**config.mk**
```make
export PLATFORM = sky130hd
export DESIGN_NAME = sync_release_dispatcher_flat
export DESIGN_NICKNAME = d
export VERILOG_FILES = /design/src/rtl/sync_release_dispatcher_pkg.sv /design/src/rtl/sync_release_dispatcher_if.sv /design/src/rtl/sync_release_dispatcher_encoder.sv /design/src/rtl/sync_release_dispatcher.sv /design/src/flat_wrapper.sv
export SDC_FILE = /design/constraint.sdc
export NUM_CORES = 1
export LEC_CHECK = 0
export ABC_AREA = 0
export CORE_ASPECT_RATIO = 1.5
export CORE_UTILIZATION = 48
export DETAILED_ROUTE_END_ITERATION = 10
export PLACE_DENSITY = 0.88
export SLEW_MARGIN = 20
export SYNTH_ARGS = -nofsm -noshare
export SYNTH_HDL_FRONTEND = slang
export SYNTH_HIERARCHICAL = 1
export SYNTH_SLANG_ARGS = --single-unit
```
**constraint.sdc**
```tcl
create_clock -name clk -period 4.4 [get_ports clk]
set_clock_uncertainty 0.05 [all_clocks]
set_input_delay 1.1 -clock clk [delete_from_list [all_inputs] [get_ports clk]]
set_output_delay 1.1 -clock clk [all_outputs]
set_load 0.03 [all_outputs]
```
**src/rtl/sync_release_dispatcher_pkg.sv**
```systemverilog
// Shared synchronization types: release message, tile mask/id and the
// dispatcher FSM state.
package sync_release_dispatcher_pkg;
  localparam int TILE_COUNT = 16;
  localparam int TILE_ID_W  = $clog2(TILE_COUNT);

  typedef logic [TILE_COUNT-1:0] tile_mask_t;
  typedef logic [TILE_ID_W-1:0]  tile_id_t;

  typedef struct packed {
    logic [7:0] barrier_id;
    logic [7:0] epoch;
  } sync_release_message_t;

  typedef enum logic {
    SRD_IDLE = 1'b0,
    SRD_SEND = 1'b1
  } sync_rd_state_t;
endpackage

```
**src/rtl/sync_release_dispatcher_if.sv**
```systemverilog
// Release-FIFO / NI-injection bundle; master = dispatcher, slave = environment.
interface sync_release_dispatcher_if #(
  parameter int TILE_COUNT = 16
);
  import sync_release_dispatcher_pkg::*;
  localparam int IDW = (TILE_COUNT > 1) ? $clog2(TILE_COUNT) : 1;

  sync_release_message_t  sc_release_mess;
  logic [TILE_COUNT-1:0]  sc_release_dest_valid;
  logic                   sc_release_valid;
  logic                   rd_release_consumed;
  sync_release_message_t  rd_mess;
  logic [IDW-1:0]         rd_dest;
  logic                   rd_valid;
  logic                   ni_available;
  logic                   rd_release_done;
  logic                   rd_empty_mask_err;

  modport master (
    input  sc_release_mess, sc_release_dest_valid, sc_release_valid, ni_available,
    output rd_release_consumed, rd_mess, rd_dest, rd_valid, rd_release_done,
           rd_empty_mask_err
  );

  modport slave (
    output sc_release_mess, sc_release_dest_valid, sc_release_valid, ni_available,
    input  rd_release_consumed, rd_mess, rd_dest, rd_valid, rd_release_done,
           rd_empty_mask_err
  );
endinterface

```
**src/rtl/sync_release_dispatcher_encoder.sv**
```systemverilog
// Lowest-set-bit priority encoder; o_idx is 0 when nothing is set.
module sync_lowest_set_encoder #(
  parameter int WIDTH = 16,
  localparam int IW = (WIDTH > 1) ? $clog2(WIDTH) : 1
) (
  input  logic [WIDTH-1:0] i_vec,
  output logic [IW-1:0]    o_idx,
  output logic             o_found
);
  always_comb begin
    o_idx   = '0;
    o_found = 1'b0;
    // Scan downward so the lowest set bit is the last one written.
    for (int i = WIDTH - 1; i >= 0; i--) begin
      if (i_vec[i]) begin
        o_idx   = IW'(i);
        o_found = 1'b1;
      end
    end
  end
endmodule

```
**src/rtl/sync_release_dispatcher.sv**
```systemverilog
// Turns each release-FIFO entry into one unicast packet per destination tile,
// walking the mask in ascending order under NI back-pressure.
module sync_release_dispatcher
  import sync_release_dispatcher_pkg::*;
#(
  parameter int TILE_ID    = 0,
  parameter int TILE_COUNT = 16
) (
  input  logic                      clk,
  input  logic                      reset,
  sync_release_dispatcher_if.master bus
);
  localparam int IDW = (TILE_COUNT > 1) ? $clog2(TILE_COUNT) : 1;

  if (TILE_ID < 0 || TILE_COUNT < 2) begin : g_param_chk
    $error("sync_release_dispatcher: bad TILE_ID/TILE_COUNT");
  end

  sync_rd_state_t        r_state, w_state_nxt;
  logic [TILE_COUNT-1:0] r_pend, w_pend_nxt, w_clr;
  sync_release_message_t r_msg, w_msg_nxt;
  logic                  r_err, w_err_nxt;
  logic [IDW-1:0]        w_idx;
  logic                  w_found, w_sending, w_accept, w_last, w_consume;

  sync_lowest_set_encoder #(.WIDTH(TILE_COUNT)) u_enc (
    .i_vec   (r_pend),
    .o_idx   (w_idx),
    .o_found (w_found)
  );

  always_comb begin
    w_clr        = '0;
    w_clr[w_idx] = 1'b1;
    w_sending    = (r_state == SRD_SEND) && w_found;
    w_accept     = w_sending && bus.ni_available;
    w_last       = w_accept && ((r_pend & ~w_clr) == '0);
    // A new entry is taken only when nothing of the current one is left.
    w_consume    = bus.sc_release_valid && !reset &&
                   ((r_state == SRD_IDLE) || w_last);

    w_state_nxt = r_state;
    w_pend_nxt  = r_pend;
    w_msg_nxt   = r_msg;
    w_err_nxt   = r_err;
    if (w_accept) begin
      w_pend_nxt = r_pend & ~w_clr;
      if (w_last) w_state_nxt = SRD_IDLE;
    end
    if (w_consume) begin
      w_pend_nxt = bus.sc_release_dest_valid;
      w_msg_nxt  = bus.sc_release_mess;
      if (bus.sc_release_dest_valid != '0) begin
        w_state_nxt = SRD_SEND;
      end else begin
        w_state_nxt = SRD_IDLE;
        w_err_nxt   = 1'b1;
      end
    end
  end

  always_ff @(posedge clk) begin
    if (reset) begin
      r_state <= SRD_IDLE;
      r_pend  <= '0;
      r_msg   <= '0;
      r_err   <= 1'b0;
    end else begin
      r_state <= w_state_nxt;
      r_pend  <= w_pend_nxt;
      r_msg   <= w_msg_nxt;
      r_err   <= w_err_nxt;
    end
  end

  assign bus.rd_valid            = w_sending;
  assign bus.rd_mess             = r_msg;
  assign bus.rd_dest             = w_idx;
  assign bus.rd_release_consumed = w_consume;
  assign bus.rd_release_done     = w_last && !reset;
  assign bus.rd_empty_mask_err   = r_err;

`ifdef DISPLAY_SYNCH_CORE
  always_ff @(posedge clk) begin
    if (!reset && w_accept)
      $display("tile %0d: release barrier %0d -> tile %0d", TILE_ID, r_msg.barrier_id, w_idx);
  end
`endif
endmodule

```
**src/flat_wrapper.sv**
```systemverilog
// flat-port wrapper written by rule: the top's interface ports become plain ports
module sync_release_dispatcher_flat import sync_release_dispatcher_pkg::*;
#(
  parameter int TILE_ID    = 0,
  parameter int TILE_COUNT = 16
)
  (clk, reset, bus_sc_release_mess, bus_sc_release_dest_valid, bus_sc_release_valid, bus_ni_available, bus_rd_release_consumed, bus_rd_mess, bus_rd_dest, bus_rd_valid, bus_rd_release_done, bus_rd_empty_mask_err);
  sync_release_dispatcher_if #(.TILE_COUNT(TILE_COUNT)) bus_i ();
  input  logic clk;
  input  logic reset;
  input wire logic [$bits(bus_i.sc_release_mess)-1:0] bus_sc_release_mess;
  input wire logic [$bits(bus_i.sc_release_dest_valid)-1:0] bus_sc_release_dest_valid;
  input wire logic [$bits(bus_i.sc_release_valid)-1:0] bus_sc_release_valid;
  input wire logic [$bits(bus_i.ni_available)-1:0] bus_ni_available;
  output wire logic [$bits(bus_i.rd_release_consumed)-1:0] bus_rd_release_consumed;
  output wire logic [$bits(bus_i.rd_mess)-1:0] bus_rd_mess;
  output wire logic [$bits(bus_i.rd_dest)-1:0] bus_rd_dest;
  output wire logic [$bits(bus_i.rd_valid)-1:0] bus_rd_valid;
  output wire logic [$bits(bus_i.rd_release_done)-1:0] bus_rd_release_done;
  output wire logic [$bits(bus_i.rd_empty_mask_err)-1:0] bus_rd_empty_mask_err;
  assign bus_i.sc_release_mess = bus_sc_release_mess;
  assign bus_i.sc_release_dest_valid = bus_sc_release_dest_valid;
  assign bus_i.sc_release_valid = bus_sc_release_valid;
  assign bus_i.ni_available = bus_ni_available;
  assign bus_rd_release_consumed = bus_i.rd_release_consumed;
  assign bus_rd_mess = bus_i.rd_mess;
  assign bus_rd_dest = bus_i.rd_dest;
  assign bus_rd_valid = bus_i.rd_valid;
  assign bus_rd_release_done = bus_i.rd_release_done;
  assign bus_rd_empty_mask_err = bus_i.rd_empty_mask_err;
  sync_release_dispatcher #(.TILE_ID(TILE_ID), .TILE_COUNT(TILE_COUNT)) u_core (.clk(clk), .reset(reset), .bus(bus_i));
endmodule
```
==> flow_summary.json, run 1 <==
{
  "path_max_fanout": 13,
  "drive_gt1_share_pct": 9.40,
  "post-route-min-period_ps": 4200,
  "whs_endpoint": "u_core/bus.rd_empty_mask_err",
  "post-route-drc-count": 0,
  "antenna_found_initial": 0,
  "end_kind": "output port",
  "wl_per_cell_microns": 16.3,
  "clock_tree.root_cell": "clkbuf_8",
  "swShare_pct": 35.3,
  "layout.cells.most_common_list": "clkdlybuf4s50_1, nand2b_1, dfxtp_1",
  "finalNonFillerCells": 343,
  "required_ps": 3250,
  "multiInputGateArea_sq_um": 1310,
  "ys_warn_count": 6,
  "cp-start-kind": "register",
  "yosysSeqAreaShare_pct": 32.9,
  "track_usage_pct": 25.2,
  "ys.flop_type": "dfxtp_1",
  "clk_pin_slew_worst_paths_ps": 70,
  "fill_cells": 313,
  "setup_tns_ps": 0,
  "portBuffers": 59,
  "dieHeight_microns": 82.3,
  "peakVddDrop_mv": 0.268,
  "wl_mm": 5.60,
  "relSlewSlack_pct": 36.0,
  "tightest_slew_ps": 956,
  "grt_max_degree": 45,
  "reg2reg_from": "u_core/r_pend[15]",
  "dp_cells": 335,
  "grt-ovfl-total": 0,
  "holdPathStages": 2,
  "dp_slack_ps": 288,
  "syn_inst": 241,
  "io-pin-count": 60,
  "synth_area_per_cell_sq_um": 8.57,
  "internal-power_mw": 0.606,
  "cts_max_path_buffers": 2,
  "start_util_pct": 51.3,
  "setup_viol": 0,
  "synth_edf_count": 0,
  "fp.dieW_microns": 55.6,
  "firstDrtPassIters": 4,
  "clk_latency_ps": 280,
  "ys_ff_latch": 34,
  "grt_pass1_vias": 2034,
  "pwr-share-clk_pct": 25.1,
  "rsz0062_at_grt": "false",
  "power.leakage_nw": 0.987,
  "grt_pass1_wl_mm": 9.00,
  "cts_setup_buffers": 0,
  "netlist_area_sq_um": 2070,
  "die-area_sq_um": 4580,
  "cts_buffers": 5,
  "drv_cap": 0,
  "place.detailed.hpwl_mm": 4.04,
  "num_antenna_cells": 0,
  "min_path_type": "register to register",
  "cts_sinks": 34,
  "outcome": "completed",
  "r2r-end": "u_core/bus.rd_mess[6]",
  "seq_power_share_pct": 37.7,
  "setup_ws_ps": 197,
  "r2r_slack_ps": 1310,
  "core_area_sq_um": 4030,
  "period_share_pct": 95.5,
  "async_flop_share_pct": 0,
  "r2r_cells": 10,
  "syn_nets": 277,
  "final_max_slew_viol_count": 0,
  "worstPathArrival_ps": 3050,
  "fp-row-count": 28,
  "htree_levels": 2,
  "powerDensity_nw_per_um2": 337,
  "hold_viol_final": 0,
  "nNetsFinal": 333,
  "p_comb_share_pct": 37.2,
  "p_switching_mw": 0.330,
  "cts_tree": "yes",
  "regArea_sq_um": 681,
  "drtIter0Drc": 76,
  "vias_per_cell": 6.05,
  "antenna_left": 0,
  "hp-start": "u_core/bus.rd_empty_mask_err",
  "gp_congestion": 0.974,
  "final_common_cell": "clkdlybuf4s50_1",
  "fmax_ghz": 0.238,
  "area_growth_pct": 34.5,
  "synth_cell_types": 42,
  "crit_type": "register to output port",
  "vias": 2076
}
-- final cells by class --
class,instances,share of cell area [%]
clock inverters,1,0.180
inverters,4,0.540
multi-input cells,188,47.2
clock buffers,7,3.11
well taps,45,2.03
flip-flops and latches,34,24.5
repair buffers,64,22.4
-- cell usage after synthesis, drive strengths merged (2+ instances only) --
cell type	number	area (sq um)
nand4bb	3	33.8
clkbuf	7	26.3
a21oi	12	63.8
o22ai	2	12.5
nand3	2	10.0
nand4b	3	26.3
o22a	3	30.0
nand2b	53	332
nor2	11	41.3
dfxtp	34	681
mux2i	17	170
and3	2	12.5
o211a	2	27.5
buf	8	63.8
nor3	5	25.0
a41o	2	20.0
nand4	2	12.5
o31ai	2	15.0
o211ai	16	120
inv	4	15.0
o21ai	18	90.1
nor4	11	87.6
nand2	10	37.5
-- state kept, by name (all words and copies together) (netlist names) --
register and count:
u_core/r_state 1, u_core/bus.rd_mess 16, u_core/bus.rd_empty_mask_err 1, u_core/r_pend 16
-- critical path, stage by stage, from the launching register on --
cell and delay [ps]:
dfxtp_1 350, nor2_1 180, nor3_1 60, o31ai_1 400, a31oi_4 240, or4b_1 610, a21oi_2 220, o211a_4 200
a41oi_4 120, nor2_1 180, buf_4 200
-- worst max-delay path by stage --
stage / startpoint / end / slack, ps / depth (start not counted)
4_1_cts: u_core/r_pend[15] / bus_rd_release_consumed / 260 / 10
2_1_floorplan: u_core/r_pend[13] / bus_rd_release_consumed / 150 / 10
3_5_place_dp: u_core/r_pend[15] / bus_rd_release_consumed / 290 / 10
5_1_grt: u_core/r_pend[15] / bus_rd_release_consumed / 50 / 10
3_3_place_gp: u_core/r_pend[14] / bus_rd_release_consumed / 500 / 10
6_report: u_core/r_pend[15] / bus_rd_release_consumed / 200 / 10
-- timing repair --
item                                    in CTS  in global routing
pin swaps                                    0                  0
endpoints found under the setup margin       1                  1
resized for setup                            2                  1
hold buffers                                 0                  0
-- metal layers --
| metal | up-vias | part of all wire [%] | global-route usage (%) |
|---|---|---|---|
| li1 | 988 | - | - |
| met1 | 947 | 38 | 26.3 |
| met2 | 103 | 49 | 44.2 |
| met3 | 38 | 6.7 | 4.83 |
| met4 | 0 | 6.3 | 21.0 |
| met5 | - | 0 | 0 |
-- kinds of logic (layout without fill, tap and decap cells) --
group / Yosys count / in the layout / share of synthesized area (%)
AND/OR/NAND/NOR: 110 / 110 / 32.8
AO/OA/AOI/OAI: 61 / 61 / 20.9
flip-flops: 34 / 34 / 32.9
buffers and inverters: 19 / 76 / 5.09
multiplexers: 17 / 17 / 8.24
-- through the flow --
stage	hold WS [ps]	area (sq um)	utilization (%)	power [mW]
global placement	409	2670	66.2	0.686
detailed placement	411	2670	66.2	0.692
finish	423	2780	69.0	0.936
CTS	428	2770	68.8	0.929
floorplan	433	2080	-	0.581
global route	445	2780	69.0	0.979
-- power groups by stage --
| stage | registers [mW] | logic, mW | clock network [mW] |
|---|---|---|---|
| detailed placement | 0.358 | 0.334 | 0 |
| global placement | 0.357 | 0.329 | 0 |
| finish | 0.352 | 0.348 | 0.235 |
| CTS | 0.351 | 0.339 | 0.238 |
| floorplan | 0.372 | 0.209 | 0 |
| global route | 0.354 | 0.374 | 0.251 |
Note: power is estimated with default switching activity, not from simulation.
==> run 2: changes to the inputs <==
CORE_MARGIN = 2   (was not set)
CORE_UTILIZATION = 36   (was 48)
PLACE_DENSITY = not set   (was 0.88)
==> run 2 against run 1 <==
Non-clock buffer count up 4. Core utilization shrank 17 points. Fmax grew 0.71%. Combinational power up 2%.
==> flow_summary.json, run 2 (synthesized netlist as in run 1, its figures left out) <==
{
  "power_mw": 0.946,
  "final_max_slew_viol_count": 0,
  "core_area_sq_um": 5490,
  "place.detailed.hpwl_mm": 4.30,
  "rsz0062_at_grt": "false",
  "clock_tree.root_cell": "clkbuf_8",
  "fill_cells": 542,
  "r2r_slack_ps": 1460,
  "fp.dieW_microns": 65.9,
  "area_growth_pct": 37.3,
  "clk_latency_ps": 280,
  "post-route-min-period_ps": 4170,
  "portBuffers": 59,
  "io-pin-count": 60,
  "drv_cap": 0,
  "gp_congestion": 0.876,
  "cp-start-kind": "register",
  "ctsHoldBuffers": 0,
  "final_area_sq_um": 2840,
  "grt-ovfl-total": 0,
  "cts_max_path_buffers": 2,
  "antenna_found_initial": 0,
  "cts_buffers": 5,
  "drive_gt1_share_pct": 10.6,
  "htree_levels": 2,
  "worstPathArrival_ps": 3020,
  "cts_tree": "yes",
  "path_max_fanout": 12,
  "vias_per_cell": 5.33,
  "powerDensity_nw_per_um2": 334,
  "grt_max_degree": 36,
  "crit_chain": "nor2_1 -> nor3_1 -> o31ai_1 -> a31oi_1 -> buf_4 -> or2_1 -> nor4_2 -> o22a_2 -> a41oi_4 -> nor2_1 -> buf_4",
  "peakVddDrop_mv": 0.193,
  "end_kind": "output port",
  "setup_tns_ps": 0,
  "required_ps": 3250,
  "tightest_slew_ps": 966,
  "min_path_type": "register to register",
  "relSlewSlack_pct": 35.3,
  "hold_viol_final": 0,
  "antenna_left": 0,
  "track_usage_pct": 18.9,
  "fp-row-count": 33,
  "crit_slowest_cell": "dfxtp_1",
  "grt_pass1_wl_mm": 9.47,
  "grt_pass1_vias": 1969,
  "period_share_pct": 94.9,
  "nNetsFinal": 337,
  "power.leakage_nw": 1.01,
  "outcome": "completed",
  "cts_sinks": 34,
  "final_common_cell": "clkdlybuf4s50_1",
  "drtIter0Drc": 203,
  "die-area_sq_um": 6370,
  "clk_pin_slew_worst_paths_ps": 70,
  "wl_per_cell_microns": 15.1,
  "wl_mm": 5.61,
  "regArea_sq_um": 681,
  "post-route-drc-count": 0,
  "setup_viol": 0,
  "multiInputGateArea_sq_um": 1300,
  "num_antenna_cells": 0,
  "start_util_pct": 37.6,
  "crit_type": "register to output port",
  "cp_slowest_stage_delay_ps": 350,
  "place_area_sq_um": 2730,
  "firstDrtPassIters": 4,
  "layout.cells.most_common_list": "clkdlybuf4s50_1, nand2b_1, dfxtp_1",
  "fmax_ghz": 0.240,
  "vias": 1984,
  "dieHeight_microns": 96.8
}
[run 2: cell count changes in the layout (fill, tap and decap cells not counted), sizes merged]
cell,change
buf,+4
clkbuf,-1
clkinvlp,+1
[run 2: timing repair]
action,4_1_cts,5_1_grt
gates resized for setup,0,2
setup endpoints to repair,0,2
buffers inserted,0,0
[run 2: worst max-delay path, delay by kind of cell, from the launching register on]
| family | cells | cell delay (ps) |
|---|---|---|
| buffers and inverters | 2 | 420 |
| and+or+nand+nor | 5 | 1130 |
| AOI/OAI and AO/OA | 4 | 830 |
| DFF | 1 | 350 |
[run 2: stage by stage]
step / setup WS, ps / util [%] / hold slack, ps / cells
6_report: 226 / 51.6 / 424 / 372
5_1_grt: 82.4 / 51.6 / 448 / 372
4_1_cts: 71.7 / 51.4 / 428 / 372
3_5_place_dp: 395 / 49.7 / 415 / 364
3_3_place_gp: 430 / 49.7 / 407 / 364
2_1_floorplan: 150 / - / 433 / 241
[run 2: power breakdown]
group,switching [mW],leakage (nW),internal [mW]
Sequential,0.0224,0.279,0.329
Combinational,0.197,0.680,0.158
Clock,0.114,0.0472,0.126
Total,0.333,1.01,0.612
[run 2: per-layer routing]
metal	part of all wire, %	wire length [microns]	vias to the layer above	GRT usage (%)
li1	-	-	994	-
met1	41	2270	900	22.0
met2	52	2900	81	32.8
met3	5.6	313	9	3.49
met4	2.3	130	0	8.17
met5	0	0	-	0
[run 2: path summary, 6_finish.rpt]
check                                      startpoint                 endpoint  depth (start not counted)
worst max-delay path                u_core/r_pend[15]  bus_rd_release_consumed                         11
worst min-delay path            u_core/bus.rd_mess[5]    u_core/bus.rd_mess[5]                          2
worst max register to register      u_core/r_pend[15]   u_core/bus.rd_mess[12]                         11
worst min register to register  u_core/bus.rd_mess[5]    u_core/bus.rd_mess[5]                          2
[run 2: area by class of cell]
| cell class | instances | share of cell area, % |
|---|---|---|
| Multi-Input combinational cell | 188 | 46.0 |
| Clock buffer | 6 | 2.91 |
| Tap cell | 70 | 3.09 |
| Timing Repair Buffer | 68 | 23.0 |
| Inverter | 4 | 0.530 |
| Clock inverter | 2 | 0.441 |
| Sequential cell | 34 | 24.0 |
==> run 3: changes to the inputs <==
SLEW_MARGIN = 30   (was 20)
==> run 3 against run 2 <==
Via count shrank 0.55%. Combinational power is essentially flat. Clock-buffer cell count is the same. Non-clock buffer count is the same. Cell area is essentially flat.
==> flow_summary.json, run 3 (synthesized netlist as in run 1, its figures left out) <==
{
  "routed-wl-met2_mm": 2.89,
  "fill_cells": 541,
  "fp-row-count": 33,
  "vias_per_cell": 5.30,
  "die-area_sq_um": 6370,
  "crit_cells": 11,
  "portBuffers": 59,
  "worstPathArrival_ps": 3020,
  "whs_ps": 424,
  "cts_resized": 0,
  "wl_per_cell_microns": 15.1,
  "post-route-min-period_ps": 4170,
  "place_area_sq_um": 2730,
  "r2r-end": "u_core/bus.rd_mess[12]",
  "track_usage_pct": 18.9,
  "final_area_sq_um": 2840,
  "gp_congestion": 0.876,
  "antenna_found_initial": 0,
  "dp_slack_ps": 395,
  "ctsHoldBuffers": 0,
  "cts_buffers": 5,
  "place.detailed.hpwl_mm": 4.30,
  "required_ps": 3250,
  "antenna_left": 0,
  "power.leakage_nw": 1.01,
  "setup_ws_ps": 233,
  "core_area_sq_um": 5490,
  "dp_cells": 364,
  "area_growth_pct": 37.4,
  "drtIter0Drc": 209,
  "postLayoutCoreUtil_pct": 51.7,
  "fp.dieW_microns": 65.9,
  "nNetsFinal": 337,
  "htree_levels": 2,
  "cts_max_path_buffers": 2,
  "rsz0062_at_grt": "false",
  "setup_viol": 0,
  "clk_pin_slew_worst_paths_ps": 70,
  "tightest_slew_ps": 599,
  "post-route-drc-count": 0,
  "grt_pass1_wl_mm": 9.47,
  "dr.max_layer_used": "met4",
  "clk_latency_ps": 280,
  "finalNonFillerCells": 372,
  "setup_tns_ps": 0,
  "crit_chain": "nor2_1 -> nor3_1 -> o31ai_1 -> a31oi_1 -> buf_4 -> or2_1 -> nor4_2 -> o22a_2 -> a41oi_4 -> nor2_1 -> buf_4",
  "cts_setup_buffers": 0,
  "endpoint": "bus_rd_release_consumed",
  "crit_start": "u_core/r_pend[15]",
  "cts_tree": "yes",
  "dieHeight_microns": 96.8,
  "firstDrtPassIters": 4,
  "r2r_slack_ps": 1470,
  "cp_slowest_stage_delay_ps": 350,
  "drive_gt1_share_pct": 10.9,
  "final_common_cell": "clkdlybuf4s50_1",
  "grt_max_degree": 36,
  "clock_tree.root_cell": "clkbuf_8",
  "met3_length_microns": 324,
  "crit_slowest_cell": "dfxtp_1",
  "end_kind": "output port",
  "grt_pass1_vias": 1969,
  "vias": 1973,
  "outcome": "completed",
  "grt-ovfl-total": 0,
  "crit_type": "register to output port",
  "power_mw": 0.947,
  "fmax_ghz": 0.240,
  "path_delay_family": "simple AND/OR/NAND/NOR gates",
  "peakVddDrop_mv": 0.193,
  "layout.cells.most_common_list": "clkdlybuf4s50_1, nand2b_1, dfxtp_1",
  "cp-start-kind": "register",
  "start_util_pct": 37.6,
  "drv_cap": 0,
  "reg2reg_from": "u_core/r_pend[15]",
  "min_path_type": "register to register",
  "final_max_slew_viol_count": 0,
  "cts_sinks": 34,
  "num_antenna_cells": 0,
  "wl_mm": 5.62,
  "io-pin-count": 60,
  "r2r_cells": 11,
  "relSlewSlack_pct": 60.0,
  "wirelength_met1_mm": 2.27,
  "period_share_pct": 94.7,
  "hold_viol_final": 0,
  "critPathBufInv": 2,
  "path_max_fanout": 12,
  "powerDensity_nw_per_um2": 334
}
run 3: cell types whose count changed in the layout (fill, tap and decap cells not counted):
cell	delta
nor2_1	-1
nor2_2	+1
run 3: per-layer routing:
layer,up-vias,track usage [%]
met1,891,22.0
met5,-,0
met4,0,8.17
li1,994,-
met2,79,32.8
met3,9,3.49
run 3: report_power, final:
part,leakage (nW),total (mW),switching [mW],internal [mW]
clock network,0.0472,0.240,0.114,0.126
logic,0.680,0.355,0.197,0.158
registers,0.279,0.351,0.0224,0.329
total,1.01,0.947,0.334,0.613
run 3: worst min-delay path by stage:
stage | depth (start not counted) | from | slack, ps | to
after floorplan | 2 | u_core/r_pend[2] | 430 | u_core/r_pend[2]
after global routing | 2 | u_core/bus.rd_mess[10] | 450 | u_core/bus.rd_mess[10]
after global placement | 2 | u_core/bus.rd_mess[0] | 410 | u_core/bus.rd_mess[0]
final | 2 | u_core/bus.rd_mess[5] | 420 | u_core/bus.rd_mess[5]
after CTS | 2 | u_core/bus.rd_mess[11] | 430 | u_core/bus.rd_mess[11]
after detailed placement | 2 | u_core/bus.rd_mess[8] | 410 | u_core/bus.rd_mess[8]
run 3: tightest hold or removal path, stage by stage (launching register included):
cell and delay (ps):
dfxtp_1 310, nand2b_1 60, mux2i_1 60
run 3: final cells by class:
| type | instances | area (sq um) | area share, % |
|---|---|---|---|
| Timing Repair Buffer | 68 | 653 | 23.0 |
| Tap cell | 70 | 87.6 | 3.09 |
| Inverter | 4 | 15.0 | 0.529 |
| Sequential cell | 34 | 681 | 24.0 |
| Clock buffer | 6 | 82.6 | 2.91 |
| Clock inverter | 2 | 12.5 | 0.441 |
| Multi-Input combinational cell | 188 | 1310 | 46.0 |
